===== src/rtl/imem_fetch_arbiter.sv =====
// Round-robin arbiter sharing the instruction-memory read port between two
// core fetch stages, with registered per-core responses, flush and perf counters.
module imem_fetch_arbiter #(
  parameter int unsigned ADDR_W = 32,
  parameter int unsigned CNT_W  = 16
) (
  input  logic              clk,
  input  logic              rst,
  input  logic              req0,
  input  logic [ADDR_W-1:0] addr0,
  input  logic              flush0,
  input  logic              req1,
  input  logic [ADDR_W-1:0] addr1,
  input  logic              flush1,
  output logic              gnt0,
  output logic              gnt1,
  output logic              rsp_valid0,
  output logic [31:0]       rsp_data0,
  output logic              rsp_valid1,
  output logic [31:0]       rsp_data1,
  output logic [ADDR_W-1:0] mem_addr,
  input  logic [31:0]       mem_rd,
  output logic [CNT_W-1:0]  grant_cnt0,
  output logic [CNT_W-1:0]  grant_cnt1,
  output logic [CNT_W-1:0]  stall_cnt0,
  output logic [CNT_W-1:0]  stall_cnt1
);

  logic             e0, e1;
  logic             rr_ptr_q, rr_ptr_d;
  logic             rsp_valid0_q, rsp_valid1_q;
  logic [31:0]      rsp_data0_q, rsp_data0_d;
  logic [31:0]      rsp_data1_q, rsp_data1_d;
  logic [CNT_W-1:0] grant_cnt0_q, grant_cnt0_d;
  logic [CNT_W-1:0] grant_cnt1_q, grant_cnt1_d;
  logic [CNT_W-1:0] stall_cnt0_q, stall_cnt0_d;
  logic [CNT_W-1:0] stall_cnt1_q, stall_cnt1_d;

  function automatic logic [CNT_W-1:0] sat_inc(input logic [CNT_W-1:0] v,
                                               input logic en);
    return (en && (v != '1)) ? v + CNT_W'(1) : v;
  endfunction

  always_comb begin
    e0 = req0 & ~flush0;
    e1 = req1 & ~flush1;
    // rr_ptr names the preferred core when both request; grants masked in reset.
    gnt0 = rst & e0 & (~e1 | ~rr_ptr_q);
    gnt1 = rst & e1 & (~e0 |  rr_ptr_q);
    rr_ptr_d = (e0 && e1) ? ~rr_ptr_q : rr_ptr_q;
    mem_addr = gnt1 ? addr1 : addr0;

    rsp_data0_d = gnt0 ? mem_rd : rsp_data0_q;
    rsp_data1_d = gnt1 ? mem_rd : rsp_data1_q;

    grant_cnt0_d = sat_inc(grant_cnt0_q, gnt0);
    grant_cnt1_d = sat_inc(grant_cnt1_q, gnt1);
    stall_cnt0_d = sat_inc(stall_cnt0_q, e0 & ~gnt0);
    stall_cnt1_d = sat_inc(stall_cnt1_q, e1 & ~gnt1);
  end

  always_ff @(posedge clk or negedge rst) begin
    if (!rst) begin
      rr_ptr_q     <= 1'b0;
      rsp_valid0_q <= 1'b0;
      rsp_valid1_q <= 1'b0;
      rsp_data0_q  <= '0;
      rsp_data1_q  <= '0;
      grant_cnt0_q <= '0;
      grant_cnt1_q <= '0;
      stall_cnt0_q <= '0;
      stall_cnt1_q <= '0;
    end else begin
      rr_ptr_q     <= rr_ptr_d;
      rsp_valid0_q <= gnt0;
      rsp_valid1_q <= gnt1;
      rsp_data0_q  <= rsp_data0_d;
      rsp_data1_q  <= rsp_data1_d;
      grant_cnt0_q <= grant_cnt0_d;
      grant_cnt1_q <= grant_cnt1_d;
      stall_cnt0_q <= stall_cnt0_d;
      stall_cnt1_q <= stall_cnt1_d;
    end
  end

  // A flush in the cycle a response is presented drops that response too.
  assign rsp_valid0 = rsp_valid0_q & ~flush0;
  assign rsp_valid1 = rsp_valid1_q & ~flush1;
  assign rsp_data0  = rsp_data0_q;
  assign rsp_data1  = rsp_data1_q;
  assign grant_cnt0 = grant_cnt0_q;
  assign grant_cnt1 = grant_cnt1_q;
  assign stall_cnt0 = stall_cnt0_q;
  assign stall_cnt1 = stall_cnt1_q;

endmodule

===== config.mk =====
export PLATFORM = sky130hd
export DESIGN_NAME = imem_fetch_arbiter
export DESIGN_NICKNAME = d
export VERILOG_FILES = /design/src/rtl/imem_fetch_arbiter.sv
export SDC_FILE = /design/constraint.sdc
export NUM_CORES = 1
export LEC_CHECK = 0
export ABC_AREA = 1
export BUFFER_PORTS_ARGS = -buffer_cell sky130_fd_sc_hd__clkbuf_2
export CORE_MARGIN = 2
export CORE_UTILIZATION = 36
export DETAILED_ROUTE_END_ITERATION = 8
export PLACE_DENSITY_LB_ADDON = 0.2
export SKIP_CTS_REPAIR_TIMING = 1
export SYNTH_ARGS = -nofsm -noshare
export SYNTH_HDL_FRONTEND = slang
export SYNTH_SLANG_ARGS = --single-unit

===== constraint.sdc =====
create_clock -name clk -period 1.8 [get_ports clk]
set_clock_uncertainty 0.1 [all_clocks]
set_input_delay 0.36 -clock clk [delete_from_list [all_inputs] [get_ports clk]]
set_output_delay 0.36 -clock clk [all_outputs]
set_load 0.01 [all_outputs]

**After elaboration in Yosys (flattened, before gate mapping)**

Index checks and enable logic that the tools add are counted.

- Multiplexer cells: 1
- $add $sub $neg: 4
- Reduce and logical (&&, ||, !) cells: 5
- Bitwise gates (word level): 19
- Equal/unequal tests: 4

Operators by type and width:

| cell | number |
|---|---|
| 16-bit by 1-bit adder with 16-bit output, second input constant | 4 |
| 16-bit inequality test, second input constant | 4 |
| 32-bit 2-to-1 mux | 1 |
| 1-bit bitwise AND | 10 |
| 1-bit inverter | 7 |
| 1-bit logical AND | 5 |
| 1-bit bitwise OR | 2 |

- Bits in registers: 131
- Bits of input ports: 102
- Output and inout bits: 164
- Word-level logic and storage cells: 42

**Logic depth before layout (Yosys ltp)**

Gate-level depths: netlist of the first run.

- Depth in word-level cells: 8
- Gate-level depth with buffers: 10
- Depth with buffers taken out: 10

**Worst setup path before layout of the first run**

Ideal clock, no wire load.

- Path type: flip-flop to flip-flop
- Start: register grant_cnt0_q[0], in the netlist grant_cnt0[0]
- End: register grant_cnt0_q[10], in the netlist grant_cnt0[10]
- Required time: 1.582 ns
- Stages on the path, launching flop included: 10
- Arrival time: 1.398 ns
- Library setup time: 0.118 ns
- Setup slack: 0.185 ns
- Buffers on the path: 1
- Clock period less this slack: 1.615 ns
- Cell sequence: dfrtp_1 -> ha_1 -> nand3_2 -> inv_1 -> nand2_1 -> nor2_1 -> nor2_2 -> buf_6 -> nand2_1 -> o21ai_2

- Word-level cells in the longest chain between the ends: 2
- Elaborated cells between the ends (all ways): 3
- Those cells by class: add/sub: 1; eq/ne: 1; reduce/logical: 1

RTL lines:

| what | RTL line | RTL |
|---|---|---|
| start, declared | 34 | `logic [CNT_W-1:0] grant_cnt0_q, grant_cnt0_d;` |
| start signal, assigned | 79 | `grant_cnt0_q <= grant_cnt0_d;` |
| branches (longest 2 deep; another with 16-bit by 1-bit adder with 16-bit output) | -- |  |

Parallel ways; which one is timed is not known.
A chain may end at the register's enable or synchronous reset.

**Final worst setup path of the first run**

- Start: register rr_ptr_q
- End: output port mem_addr[28]

- Word-level cells in the longest chain between the ends: 3

RTL lines:

| what | RTL line | RTL |
|---|---|---|
| start, declared | 30 | `logic rr_ptr_q, rr_ptr_d;` |
| start signal, assigned | 74 | `rr_ptr_q <= rr_ptr_d;` |
| 1-bit bitwise OR | 49 | `gnt1 = rst & e1 & (~e0 \| rr_ptr_q);` |
| 1-bit bitwise AND | 49 |  |
| 32-bit 2-to-1 mux | 51 | `mem_addr = gnt1 ? addr1 : addr0;` |
| end, declared | 21 | `output logic [ADDR_W-1:0] mem_addr,` |

No other way between the ends.

==> run_results.csv, run 1 <==
group,metric,value,unit
status,status,"finished with violations",
status,violations,"negative setup slack",
place,gp_congestion,0.849,
layout,layout_common_cells,"422 x nand2_1, 251 x clkbuf_2, 131 x dfrtp_1",
yosys,netlist_instances,964,
die,die_width,144,um
yosys,synthDistinctLibCells,25,
die,io_pins,266,
setup_path,r2r_slack,0.08,ns
cts,root_buffer,"clkbuf_16",
power_and_ir_drop,comb_power_share,25.8,%
global_route,antenna_found_initial,1,
setup_path,worstReg2RegStart,"rr_ptr_q$_DFFE_PN0P_",
global_route,grt_pass1_vias,6546,
yosys,synth_warnings,0,
layout,final_common_cell,"nand2_1",
routing,antenna_left,0,
setup_path,critical-path-top-delay-family,"buffers and inverters",
cts,cts_tree,"built",
power_and_ir_drop,p_sw,0.00350,W
power_and_ir_drop,seqPwrFrac,38.3,%
power_and_ir_drop,irDropWorstVdd,0.622,mV
setup_path,critPathMostFrequentCell,"nand2_1",
cts,clk_pin_slew,0.07,ns
setup_path,crit_end,"mem_addr[28]",
cts,cts_buffers,17,
layout,final_layout_size_suffix_gt1_share,32.9,%
yosys,ys_seq_elements,131,
sta,grt_setup_unrepaired,"yes",
setup_path,setup.worst_path.class,"register to output pin",
power_and_ir_drop,power_leakage,5.37,nW
yosys,syn_avg_cell_area,7.30,sq um
cts,cts_buffer_depth,2,
die,dieArea,0.0207,sq mm
yosys,synth-seq-area-share,46.6,%
yosys,synth_nets,1070,
routing,first_pass_iters,4,
die,start_util,36.4,%
yosys,synth_top_area_share,46.6,%
power_and_ir_drop,p_int,0.00676,W
setup_path,r2r_end,"stall_cnt1[4]$_DFFE_PN0P_",
cts,clkLatencyLatePin,0.42,ns
place,dp.cells,1514,
setup_path,end_kind,"output pin",
routing,finalWirelength,20800,um
min_path,whs_path_depth,3,
sta,hold_slack,0.0759,ns
routing,wl_per_cell,13.3,um
setup_path,critical_path.slowest_cell,"dfrtp_1",
setup_path,cp_num_cells,8,
layout,nets,1389,
yosys,synth.area.top_cells,"dfrtp_1 47%, nand2_1 23%, inv_1 4.9%",
routing,drc_errors,0,
yosys,synth_area,0.00704,sq mm
power_and_ir_drop,p_total,0.0103,W
setup_path,cp-startpoint,"rr_ptr_q$_DFFE_PN0P_",
global_route,grt_pass1_wl,32100,um
sta,worst_pin_slew,0.704,ns
global_route,grt_usage,19.7,%
routing,drt_iter0_drc,249,
sta,hold_violations,0,
routing,viasPerCell,4.52,
cts,htree_levels,4,
die,placementRows,51,
setup_path,critPathLaunchType,"register",
min_path,hp-class,"primary input to register",
power_and_ir_drop,pwr-share-clk,35.9,%
place,io_buffers,265,
global_route,grt_overflow_total,0,
setup_path,crit_path_max_fanout,11,
sta,fin_crit_sh,111,%
power_and_ir_drop,powerDensity,1030,mW/mm^2
setup_path,worst_ep_required_time,1.34,ns
die,coreArea,0.0193,sq mm
setup_path,cp_slowest_stage_delay,0.40,ns
sta,timing.final.ws_setup,-0.191,ns
sta,maxSlewViolCount,0,
setup_path,cp.arrival,1.53,ns
yosys,yosysTopAreaCell,"dfrtp_1",
setup_path,cp_num_buf_inv,4,
die,die_y,144,um
layout,syn2layout_area_growth,41.0,%
sta,slew_headroom,53.1,%
run,cap_viol_max_count,0,
cts,cts_num_sinks,131,
routing,vias,7058,
global_route,grt_max_degree,132,
setup_path,reg2reg_depth,10,
sta,setup_violations,34,
setup_path,crit_chain,"inv_2 -> nand2_4 -> nand2_8 -> inv_8 -> clkbuf_16 -> nand2_1 -> nand2_1 -> clkbuf_2",
sta,timing.fmax,502,MHz
place,hpwl,15100,um
layout,fin_cells,1562,
power_and_ir_drop,swShare,34.1,%
sta,min_period,1.99,ns
[logic make-up after synthesis]
family / count (synthesis) / share of synthesized area, %
XOR/XNOR: 22 / 2.74
buffers and inverters: 129 / 8.11
AO/OA/AOI/OAI: 97 / 7.86
adder cells (fa/ha/maj): 4 / 0.711
AND/OR/NAND/NOR: 581 / 34.0
flip-flops: 131 / 46.6
[per-layer routing]
layer / share of wire, % / GRT usage (%)
met1: 41 / 22.9
met2: 52 / 35.4
met3: 5.1 / 4.90
met4: 1.5 / 6.50
met5: 0 / 0
[Yosys cell counts]
cell type,n
nand2_4,3
dfrtp_1,131
inv_2,9
buf_2,9
nand3b_1,3
xnor2_1,11
buf_6,6
nor2_2,7
clkbuf_1,5
a21oi_2,1
o21ai_0,68
ha_1,4
inv_1,92
nor2_1,69
nand2_2,11
a21oi_1,1
buf_4,8
nand4_1,23
nand3_2,2
nor2_4,3
nand2_1,428
xor2_1,11
nand3_1,32
o21ai_1,10
o21ai_2,17
[tightest hold or removal path: stages]
cell and delay [ns]:
clkbuf_2 0.08, inv_1 0.05, o21ai_0 0.07
[area by class of cell]
cell class / count / area (sq um)
Multi-Input combinational cell: 704 / 3260
Sequential cell: 131 / 3280
Clock buffer: 17 / 425
Antenna cell: 1 / 2.50
Inverter: 101 / 392
Timing Repair Buffer: 328 / 2030
Clock inverter: 15 / 205
Tap cell: 265 / 332
Fill cell: 1924 / 9410
[worst min-delay path by stage]
stage / start / to / slack (ns)
final: mem_rd[18] / rsp_data1[18]$_DFFE_PN0P_ / 0.08
after detailed placement: rsp_data1[12]$_DFFE_PN0P_ / rsp_data1[12]$_DFFE_PN0P_ / 0.37
after CTS: mem_rd[23] / rsp_data0[23]$_DFFE_PN0P_ / 0.06
after global routing: mem_rd[11] / rsp_data1[11]$_DFFE_PN0P_ / 0.09
after global placement: rsp_data1[20]$_DFFE_PN0P_ / rsp_data1[20]$_DFFE_PN0P_ / 0.37
after floorplan: rst / grant_cnt0[0]$_DFFE_PN0P_ / -0.04
[state kept, by name, summed over array words and instances, names as in the netlist]
| register | count |
|---|---|
| rsp_valid1_q | 1 |
| stall_cnt0 | 16 |
| rsp_data1 | 32 |
| grant_cnt1 | 16 |
| rsp_data0 | 32 |
| rr_ptr_q | 1 |
| stall_cnt1 | 16 |
| rsp_valid0_q | 1 |
| grant_cnt0 | 16 |
[stage by stage]
stage | utilization [%] | setup TNS [ns] | instance area, sq um | worst slack, ns
after CTS | 49.5 | -9.55 | 9580 | -0.294
after global routing | 51.3 | -8.31 | 9920 | -0.276
after floorplan | - | 0 | 7040 | 0.185
final | 51.3 | -5.44 | 9920 | -0.191
after detailed placement | 46.3 | -1.15 | 8940 | -0.0879
after global placement | 46.3 | -0.685 | 8940 | -0.0598
[power by group through the flow]
stage	clock network, W	logic (W)	registers (W)
global placement	0	0.00255	0.00397
global route	0.00390	0.00299	0.00402
CTS	0.00378	0.00259	0.00393
floorplan	0	0.00105	0.00421
finish	0.00368	0.00265	0.00394
detailed placement	0	0.00258	0.00398
No activity file was read; power rests on OpenSTA's default activity.
==> inputs of run 2 (changes only) <==
- CORE_UTILIZATION: 36 -> 45
- clock period: 1.8 -> 2.4 ns (I/O delays scaled with it)
==> run 2 against run 1 <==
Against the previous run:
- the flow now finishes without violations
- register-to-register slack improved by 0.23 ns
- die area fell by 19%
- total power fell by 27%
- first-iteration DRC count rose by 68%
- hold slack improved by 0.040 ns
- global-route usage rose by 3.8 points
- sequential power fell by 24%
- clock power fell by 26%
- setup slack improved by 0.34 ns
- non-clock buffer count fell by 54
- combinational power fell by 35%
- cell count fell by 7.1%
- critical endpoint is now mem_addr[0]
- highest routed layer unchanged
==> run_results.csv, run 2 (synthesis results as in run 1) <==
group,metric,value,unit
place,dp.cells,1421,
setup_path,end_kind,"output pin",
global_route,grt_pass1_wl,30600,um
layout,final_layout_size_suffix_gt1_share,28.7,%
power_and_ir_drop,irDropWorstVdd,0.492,mV
layout,layout_common_cells,"428 x nand2_1, 264 x clkbuf_2, 131 x dfrtp_1",
die,start_util,46.1,%
sta,hold_violations,0,
sta,setup_violations,0,
place,hpwl,14200,um
die,dieArea,0.0167,sq mm
routing,vias,6812,
place,gp_congestion,0.868,
cts,clk_pin_slew,0.06,ns
sta,maxSlewViolCount,0,
routing,viasPerCell,4.69,
cts,cts_tree,"built",
global_route,grt_overflow_total,0,
die,io_pins,266,
sta,setup_tns,0,ns
setup_path,cp-startpoint,"rr_ptr_q$_DFFE_PN0P_",
cts,root_buffer,"clkbuf_16",
setup_path,setup.worst_path.class,"register to output pin",
layout,final_common_cell,"nand2_1",
routing,first_pass_iters,5,
power_and_ir_drop,p_total,0.00746,W
cts,clkLatencyLatePin,0.42,ns
status,status,"finished, final reports clean",
run,cap_viol_max_count,0,
power_and_ir_drop,powerDensity,813,mW/mm^2
layout,fill_cells,1414,
routing,drc_errors,0,
global_route,grt_pass1_vias,6228,
place,io_buffers,265,
layout,nets,1335,
place,place_area,0.00855,sq mm
setup_path,critPathLaunchType,"register",
sta,slew_headroom,40.8,%
die,coreArea,0.0153,sq mm
layout,num_antenna_cells,0,
routing,antenna_left,0,
setup_path,worstReg2RegStart,"stall_cnt0[0]$_DFFE_PN0P_",
routing,drt_iter0_drc,419,
die,placementRows,45,
sta,fin_crit_sh,93.9,%
sta,min_period,2.25,ns
layout,multi_input_area,0.00319,sq mm
cts,htree_levels,4,
layout,final_area,0.00917,sq mm
die,die_width,129,um
cts,cts_buffer_depth,2,
layout,fin_cells,1451,
global_route,antenna_found_initial,0,
routing,wl_per_cell,13.1,um
cts,cts_num_sinks,131,
sta,timing.fmax,444,MHz
global_route,grt_max_degree,132,
setup_path,crit_path_max_fanout,70,
setup_path,worst_ep_required_time,1.82,ns
cts,cts_buffers,17,
global_route,grt_usage,23.4,%
power_and_ir_drop,power_leakage,5.01,nW
layout,regArea,0.00328,sq mm
die,die_y,129,um
layout,syn2layout_area_growth,30.4,%
setup_path,cp.arrival,1.67,ns
sta,grt_setup_unrepaired,"no",
routing,finalWirelength,19000,um
min_path,hp-class,"primary input to asynchronous set/reset pin",
sta,worst_pin_slew,0.889,ns
-- run 2: where the power goes --
group	internal [W]	leakage, nW	switching (W)
registers	0.00260	1.68	0.000408
clock network	0.00176	0.296	0.000978
logic	0.000709	3.04	0.00100
-- run 2: final timing paths --
kind                       slack, ns  cells past startpoint                         end
max in group asynchronous       1.61                      2  grant_cnt0[13]$_DFFE_PN0P_
min reg2reg                     0.38                      2   rsp_data0[15]$_DFFE_PN0P_
max reg2reg                     0.31                      8   stall_cnt0[3]$_DFFE_PN0P_
max                             0.15                      7                 mem_addr[0]
min                             0.12                      2   stall_cnt0[9]$_DFFE_PN0P_
min in group clk                0.19                      3   rsp_data0[23]$_DFFE_PN0P_
-- run 2: stage by stage --
step | setup slack, ns | utilization, % | hold WS (ns)
final | 0.145 | 60.1 | 0.116
after CTS | 0.00621 | 60.1 | 0.146
after floorplan | 0.550 | - | 0.0844
after global routing | 0.0327 | 60.1 | 0.162
after global placement | 0.109 | 56.0 | 0.366
after detailed placement | 0.0261 | 56.0 | 0.372
-- run 2: layout make-up --
type	instances	area share, %
inverters	101	4.13
repair buffers	274	15.7
flip-flops and latches	131	35.7
well taps	211	2.88
clock inverters	11	1.95
multi-input cells	704	34.8
clock buffers	19	4.83
-- run 2: per-layer routing --
layer  track usage, %  vias up  share of wire (%)
met3             4.13       39                4.8
li1                 -     3515                  -
met5                0        -                  0
met1             28.0     3048                 41
met4             9.91        0                3.0
met2             41.8      210                 51
-- run 2: worst max-delay path, cell delays in order, from the launching register on --
cell      delay (ns)
dfrtp_1         0.39
inv_1           0.07
nand2_2         0.07
nand2_4         0.08
buf_12          0.27
nand2_1         0.11
nand2_1         0.11
clkbuf_2        0.14
